### config.mk
export PLATFORM = sky130hd
export DESIGN_NAME = alu_issue_arbiter
export DESIGN_NICKNAME = d
export VERILOG_FILES = /design/src/rtl/alu_arb_pkg.sv /design/src/rtl/alu_issue_arbiter_pick.sv /design/src/rtl/alu_issue_arbiter.sv
export SDC_FILE = /design/constraint.sdc
export NUM_CORES = 1
export LEC_CHECK = 0
export CORE_ASPECT_RATIO = 1.4
export CORE_UTILIZATION = 40
export DETAILED_ROUTE_END_ITERATION = 16
export PLACE_DENSITY_LB_ADDON = 0.1
export SLEW_MARGIN = 30
export SYNTH_ARGS = -nofsm -noshare
export SYNTH_HDL_FRONTEND = slang
export SYNTH_SLANG_ARGS = --single-unit
### constraint.sdc
create_clock -name clk -period 8 [get_ports clk]
set_clock_uncertainty 0.15 [all_clocks]
set_input_delay 1.6 -clock clk [delete_from_list [all_inputs] [get_ports clk]]
set_output_delay 1.6 -clock clk [all_outputs]
set_load 0.005 [all_outputs]
### src/rtl/alu_arb_pkg.sv
// Shared types and helpers for the ALU issue arbiter and later CDB arbiter.
package alu_arb_pkg;

    localparam int NUM_REQ_DEF  = 4;
    localparam int NUM_WARP_DEF = 8;
    localparam int WID_W_DEF    = 3;
    localparam int PICK_MAX     = 8;

    function automatic int log2w(input int n);
        return (n <= 2) ? 1 : $clog2(n);
    endfunction

    // Scalar reference scan: one-hot winner, first set bit at or after ptr.
    function automatic logic [PICK_MAX-1:0] rr_pick(
        input logic [PICK_MAX-1:0] req_vec,
        input int                  n,
        input int                  ptr
    );
        logic [PICK_MAX-1:0] g;
        logic                found;
        int                  idx;
        g     = '0;
        found = 1'b0;
        for (int k = 0; k < PICK_MAX; k++) begin
            idx = (ptr + k) % n;
            if (k < n && !found && req_vec[idx]) begin
                g[idx] = 1'b1;
                found  = 1'b1;
            end
        end
        return g;
    endfunction

endpackage

### src/rtl/alu_issue_arbiter_pick.sv
// Combinational round-robin pick: rotate by ptr, take lowest set bit, unrotate.
module rr_priority_pick #(
    parameter int N  = 4,
    parameter int PW = 2
) (
    input  logic [N-1:0]  req,
    input  logic [PW-1:0] ptr,
    output logic [N-1:0]  grant
);

    logic [2*N-1:0] req2;
    logic [2*N-1:0] gnt2;
    logic [N-1:0]   rot;
    logic [N-1:0]   pick;

    always_comb begin
        req2 = {req, req} >> ptr;
        rot  = req2[N-1:0];
        pick = '0;
        for (int i = 0; i < N; i++) begin
            if (rot[i] && pick == '0) pick[i] = 1'b1;
        end
        gnt2  = {pick, pick} << ptr;
        grant = gnt2[2*N-1:N];
    end

endmodule

### src/rtl/alu_issue_arbiter.sv
// Round-robin OC->ALU issue arbiter with per-warp branch serialisation.
// Optional saturating perf counters under ALU_ARB_PERF_EN.
module alu_issue_arbiter
    import alu_arb_pkg::*;
#(
    parameter int NUM_REQ  = NUM_REQ_DEF,
    parameter int NUM_WARP = NUM_WARP_DEF,
    parameter int WID_W    = WID_W_DEF,
    parameter int CNT_W    = 16,
    localparam int SEL_W   = log2w(NUM_REQ)
) (
    input  logic                     clk,
    input  logic                     rst,
    input  logic [NUM_REQ-1:0]       Req_OC_Arb,
    input  logic [NUM_REQ*WID_W-1:0] WarpID_OC_Arb,
    input  logic [NUM_REQ-1:0]       Branch_OC_Arb,
    input  logic                     Stall_CDB_Arb,
    input  logic                     Br_ALU_Arb,
    input  logic [WID_W-1:0]         BrWarpID_ALU_Arb,
    output logic [NUM_REQ-1:0]       Grant_Arb_OC,
    output logic                     Valid_Arb_ALU,
    output logic [SEL_W-1:0]         Sel_Arb_ALU,
    output logic [NUM_WARP-1:0]      BrPending_Arb,
    output logic [CNT_W-1:0]         GrantCnt_Arb,
    output logic [CNT_W-1:0]         StallCnt_Arb
);

    logic [SEL_W-1:0]    rr_ptr;
    logic [NUM_WARP-1:0] br_pend;
    logic [NUM_WARP-1:0] br_pend_nxt;
    logic [NUM_REQ-1:0]  elig;
    logic [NUM_REQ-1:0]  grant;
    logic [SEL_W-1:0]    sel;
    logic                win_br;
    logic [WID_W-1:0]    win_warp;
    logic                issue_ok;

    // Grant is gated by rst so outputs read idle while reset is held.
    assign issue_ok = rst & ~Stall_CDB_Arb;

    always_comb begin
        elig = '0;
        for (int i = 0; i < NUM_REQ; i++) begin
            elig[i] = Req_OC_Arb[i] & issue_ok
                    & ~br_pend[WarpID_OC_Arb[i*WID_W +: WID_W]];
        end
    end

    rr_priority_pick #(
        .N  (NUM_REQ),
        .PW (SEL_W)
    ) u_pick (
        .req   (elig),
        .ptr   (rr_ptr),
        .grant (grant)
    );

    always_comb begin
        sel      = '0;
        win_br   = 1'b0;
        win_warp = '0;
        for (int i = 0; i < NUM_REQ; i++) begin
            if (grant[i]) begin
                sel      = SEL_W'(i);
                win_br   = Branch_OC_Arb[i];
                win_warp = WarpID_OC_Arb[i*WID_W +: WID_W];
            end
        end
    end

    // Clear first, then set, so a same-warp set wins.
    always_comb begin
        br_pend_nxt = br_pend;
        if (Br_ALU_Arb) br_pend_nxt[BrWarpID_ALU_Arb] = 1'b0;
        if (Valid_Arb_ALU && win_br) br_pend_nxt[win_warp] = 1'b1;
    end

    always_ff @(posedge clk or negedge rst) begin
        if (!rst) begin
            rr_ptr  <= '0;
            br_pend <= '0;
        end else begin
            br_pend <= br_pend_nxt;
            if (Valid_Arb_ALU) rr_ptr <= sel + SEL_W'(1);
        end
    end

    assign Grant_Arb_OC  = grant;
    assign Valid_Arb_ALU = |grant;
    assign Sel_Arb_ALU   = sel;
    assign BrPending_Arb = br_pend;

`ifdef ALU_ARB_PERF_EN
    logic [CNT_W-1:0] grant_cnt;
    logic [CNT_W-1:0] stall_cnt;

    always_ff @(posedge clk or negedge rst) begin
        if (!rst) begin
            grant_cnt <= '0;
            stall_cnt <= '0;
        end else begin
            if (Valid_Arb_ALU && grant_cnt != '1)
                grant_cnt <= grant_cnt + CNT_W'(1);
            if (|Req_OC_Arb && !Valid_Arb_ALU && stall_cnt != '1)
                stall_cnt <= stall_cnt + CNT_W'(1);
        end
    end

    assign GrantCnt_Arb = grant_cnt;
    assign StallCnt_Arb = stall_cnt;
`else
    assign GrantCnt_Arb = '0;
    assign StallCnt_Arb = '0;
`endif

endmodule

==> flow_summary_export.csv <==
group,metric,value,unit
sta,setup_viol,0,
grt,grt_pass1_wl,6130,um
synthesis,synth_area_leader_cell,"buf_4",
grt,grt_max_degree,13,
clocking,cts_buffers,3,
sta,fin_crit,6.21,ns
floorplanning,dieArea,3610,um^2
outcome,status,"completed",
floorplanning,chipWidth,51.1,um
clocking,postCtsSetupBuffers,0,
floorplanning,initial_utilization,42.8,%
detailed_routing,firstDrtPassIters,4,
worst_setup_path,required,6.25,ns
floorplanning,io_pins,74,
floorplanning,die_y,70.7,um
layout,mostFrequentLayoutCells,"clkdlybuf4s50_1, conb_1, mux2i_1, dfrtp_1",
layout,post-route-util,53.6,%
clocking,cts.sinks,10,
sta,worstMarginPinSlew,0.945,ns
synthesis,netlist-cell-type-count,39,
clocking,cts_tree,"built",
clocking,cts_hold_buf,0,
detailed_routing,num_vias,1299,
layout,final_common_cell,"clkdlybuf4s50_1",
synthesis,ys_seq_area_share,18.6,%
sta,fin_ws,1.79,ns
grt,antenna_found_initial,0,
pwr,leakagePower,0.731,nW
worst_setup_path,cp_common_cell,"clkdlybuf4s50_1",
pwr,power.density,197,nW/um^2
clocking,clk_latency,0.23,ns
min_path,hold_class,"flop to flop",
sta,min_period_over_period,77.6,%
min_path,min_from,"BrPending_Arb[0]$_DFF_PN0_",
pwr,peakVddDrop,0.000130,V
placed_design,gp_congestion,0.964,
placed_design,io_buffers,41,
worst_setup_path,cp_num_buf_inv,2,
floorplanning,rows,24,
worst_setup_path,worstSetupStartpointType,"primary input",
synthesis,yosys_warnings,0,
detailed_routing,via_per_inst,5.70,
worst_setup_path,end_kind,"output pin",
floorplanning,core-area,3150,um^2
placed_design,hpwl,3210,um
worst_setup_path,startpoint,"rst",
detailed_routing,wl,3910,um
flow_run,drv_cap,0,
synthesis,ys_seq_elements,10,
clocking,clk_pin_slew_worst_paths,0.05,ns
detailed_routing,antenna_left,0,
sta,maxSlewHeadroom,37.0,%
synthesis,syn_inst,153,
synthesis,synth.avg_cell_area,8.82,um^2
synthesis,syn_area,1350,um^2
worst_setup_path,critPathTopFamily,"buffers and inverters",
worst_setup_path,r2r-start,"BrPending_Arb[7]$_DFF_PN0_",
clocking,clock_path_buffers,2,
grt,grt_use_total,22.5,%
layout,fin_cells,228,
worst_setup_path,cp_max_fo,12,
sta,max_freq,161,MHz
sta,drv_slew,0,
worst_setup_path,crit_arrival,4.46,ns
sta,hold_slack,0.539,ns
worst_setup_path,max_stage_delay,0.78,ns
layout,syn_to_final_growth,25.3,%
detailed_routing,drcViolationCount,0,
worst_setup_path,cp_slowest_cell,"clkdlybuf4s50_1",
sta,rsz0062_at_grt,"false",
layout,layout-drive-gt1-share,5.82,%
placed_design,pre_cts_slack,1.76,ns
clocking,cts_resized,0,
grt,grt_pass1_vias,1322,
worst_setup_path,path_cells,"clkdlybuf4s50_1 > nor2b_1 > and2_1 > a32oi_1 > o221ai_1 > o21ai_0 > clkdlybuf4s50_1",
clocking,htreeDepth,1,
synthesis,netlist.area_leader.share,18.9,%
clocking,cts_root_buf,"clkbuf_8",
sta,setup-tns-final,0,ns
synthesis,yosys-top-cells-area,"buf_4, dfrtp_1, mux2i_1",
detailed_routing,wl_per_cell,17.1,um
detailed_routing,drt_iter0_markers,23,
worst_setup_path,path_class,"primary input to output pin",
grt,grt.overflow.total,0,
placed_design,place_inst,224,
layout,antenna_cells,0,
layout,layout.nets,217,
sta,finalHoldViolCount,0,
==> registers in the layout, summed over array words and instances (netlist names) <==
name and flops:
BrPending_Arb 8, rr_ptr 2
==> layer usage <==
metal,global-route usage [%],wire length (um),part of all wire (%),up-vias
met4,8.02,129,3.3,0
met2,42.1,2200,56,71
li1,-,-,-,597
met1,23.9,1360,35,615
met3,4.73,209,5.4,16
met5,0,0,0,-
==> worst min-delay path: stages (launching register included) <==
cell     delay [ns]
dfrtp_1        0.45
o31ai_1        0.12
o41ai_1        0.07
==> cells in the mapped netlist (all sizes together) <==
master and count:
nand2b 4, o41ai 8, and2 6, a221o 2
a31oi 1, conb 1, a211o 1, and4b 1
o31ai 2, o32a 1, o21bai 1, mux2 3
nor2 5, a21o 3, nor2b 1, a222oi 2
nand2 6, a221oi 2, o221ai 1, and4 1
mux2i 16, a22oi 3, clkbuf 2, a21oi 4
o32ai 1, o21ai 8, nand3 4, inv 4
nand3b 1, a32oi 3, dfrtp 10, buf 38
mux4 4, nand4 3
==> worst paths after layout <==
kind | cells past startpoint | slack [ns] | to
hold / removal | 2 | 0.54 | BrPending_Arb[0]$_DFF_PN0_
min in group asynchronous | 1 | 1.55 | BrPending_Arb[0]$_DFF_PN0_
hold reg to reg | 2 | 0.54 | BrPending_Arb[0]$_DFF_PN0_
setup / recovery | 7 | 1.79 | Sel_Arb_ALU[1]
max in group asynchronous | 1 | 5.81 | rr_ptr[0]$_DFFE_PN0N_
setup reg to reg | 7 | 4.44 | BrPending_Arb[4]$_DFF_PN0_
==> power by group <==
group	total [mW]	switching [mW]	leakage (nW)	internal, mW
clock network	0.0619	0.0188	0.0288	0.0432
registers	0.100	0.0333	0.129	0.0672
logic	0.171	0.0820	0.574	0.0886
total	0.333	0.134	0.731	0.199
==> stage by stage <==
stage / cell area [um^2] / power (mW)
after floorplan: 1470 / 0.198
after global placement: 1640 / 0.269
after global routing: 1690 / 0.356
after detailed placement: 1640 / 0.269
final: 1690 / 0.333
after CTS: 1690 / 0.332
==> final cells by class <==
type                       instances  area [um^2]
tap                               39         48.8
multi-input combinational        130          911
fill                             324         1460
timing repair buffer              41          410
sequential                        10          250
inverter                           4         15.0
clock buffer                       4         55.1
==> logic make-up after synthesis <==
group                  after synthesis  share of synthesized area [%]
buffers and inverters               44                           22.5
AOI/OAI and AO/OA                   43                           24.0
and+or+nand+nor                     32                           13.5
muxes                               23                           21.1
DFF                                 10                           18.6
other                                1                          0.278
Power figures use the tool's default switching activity.
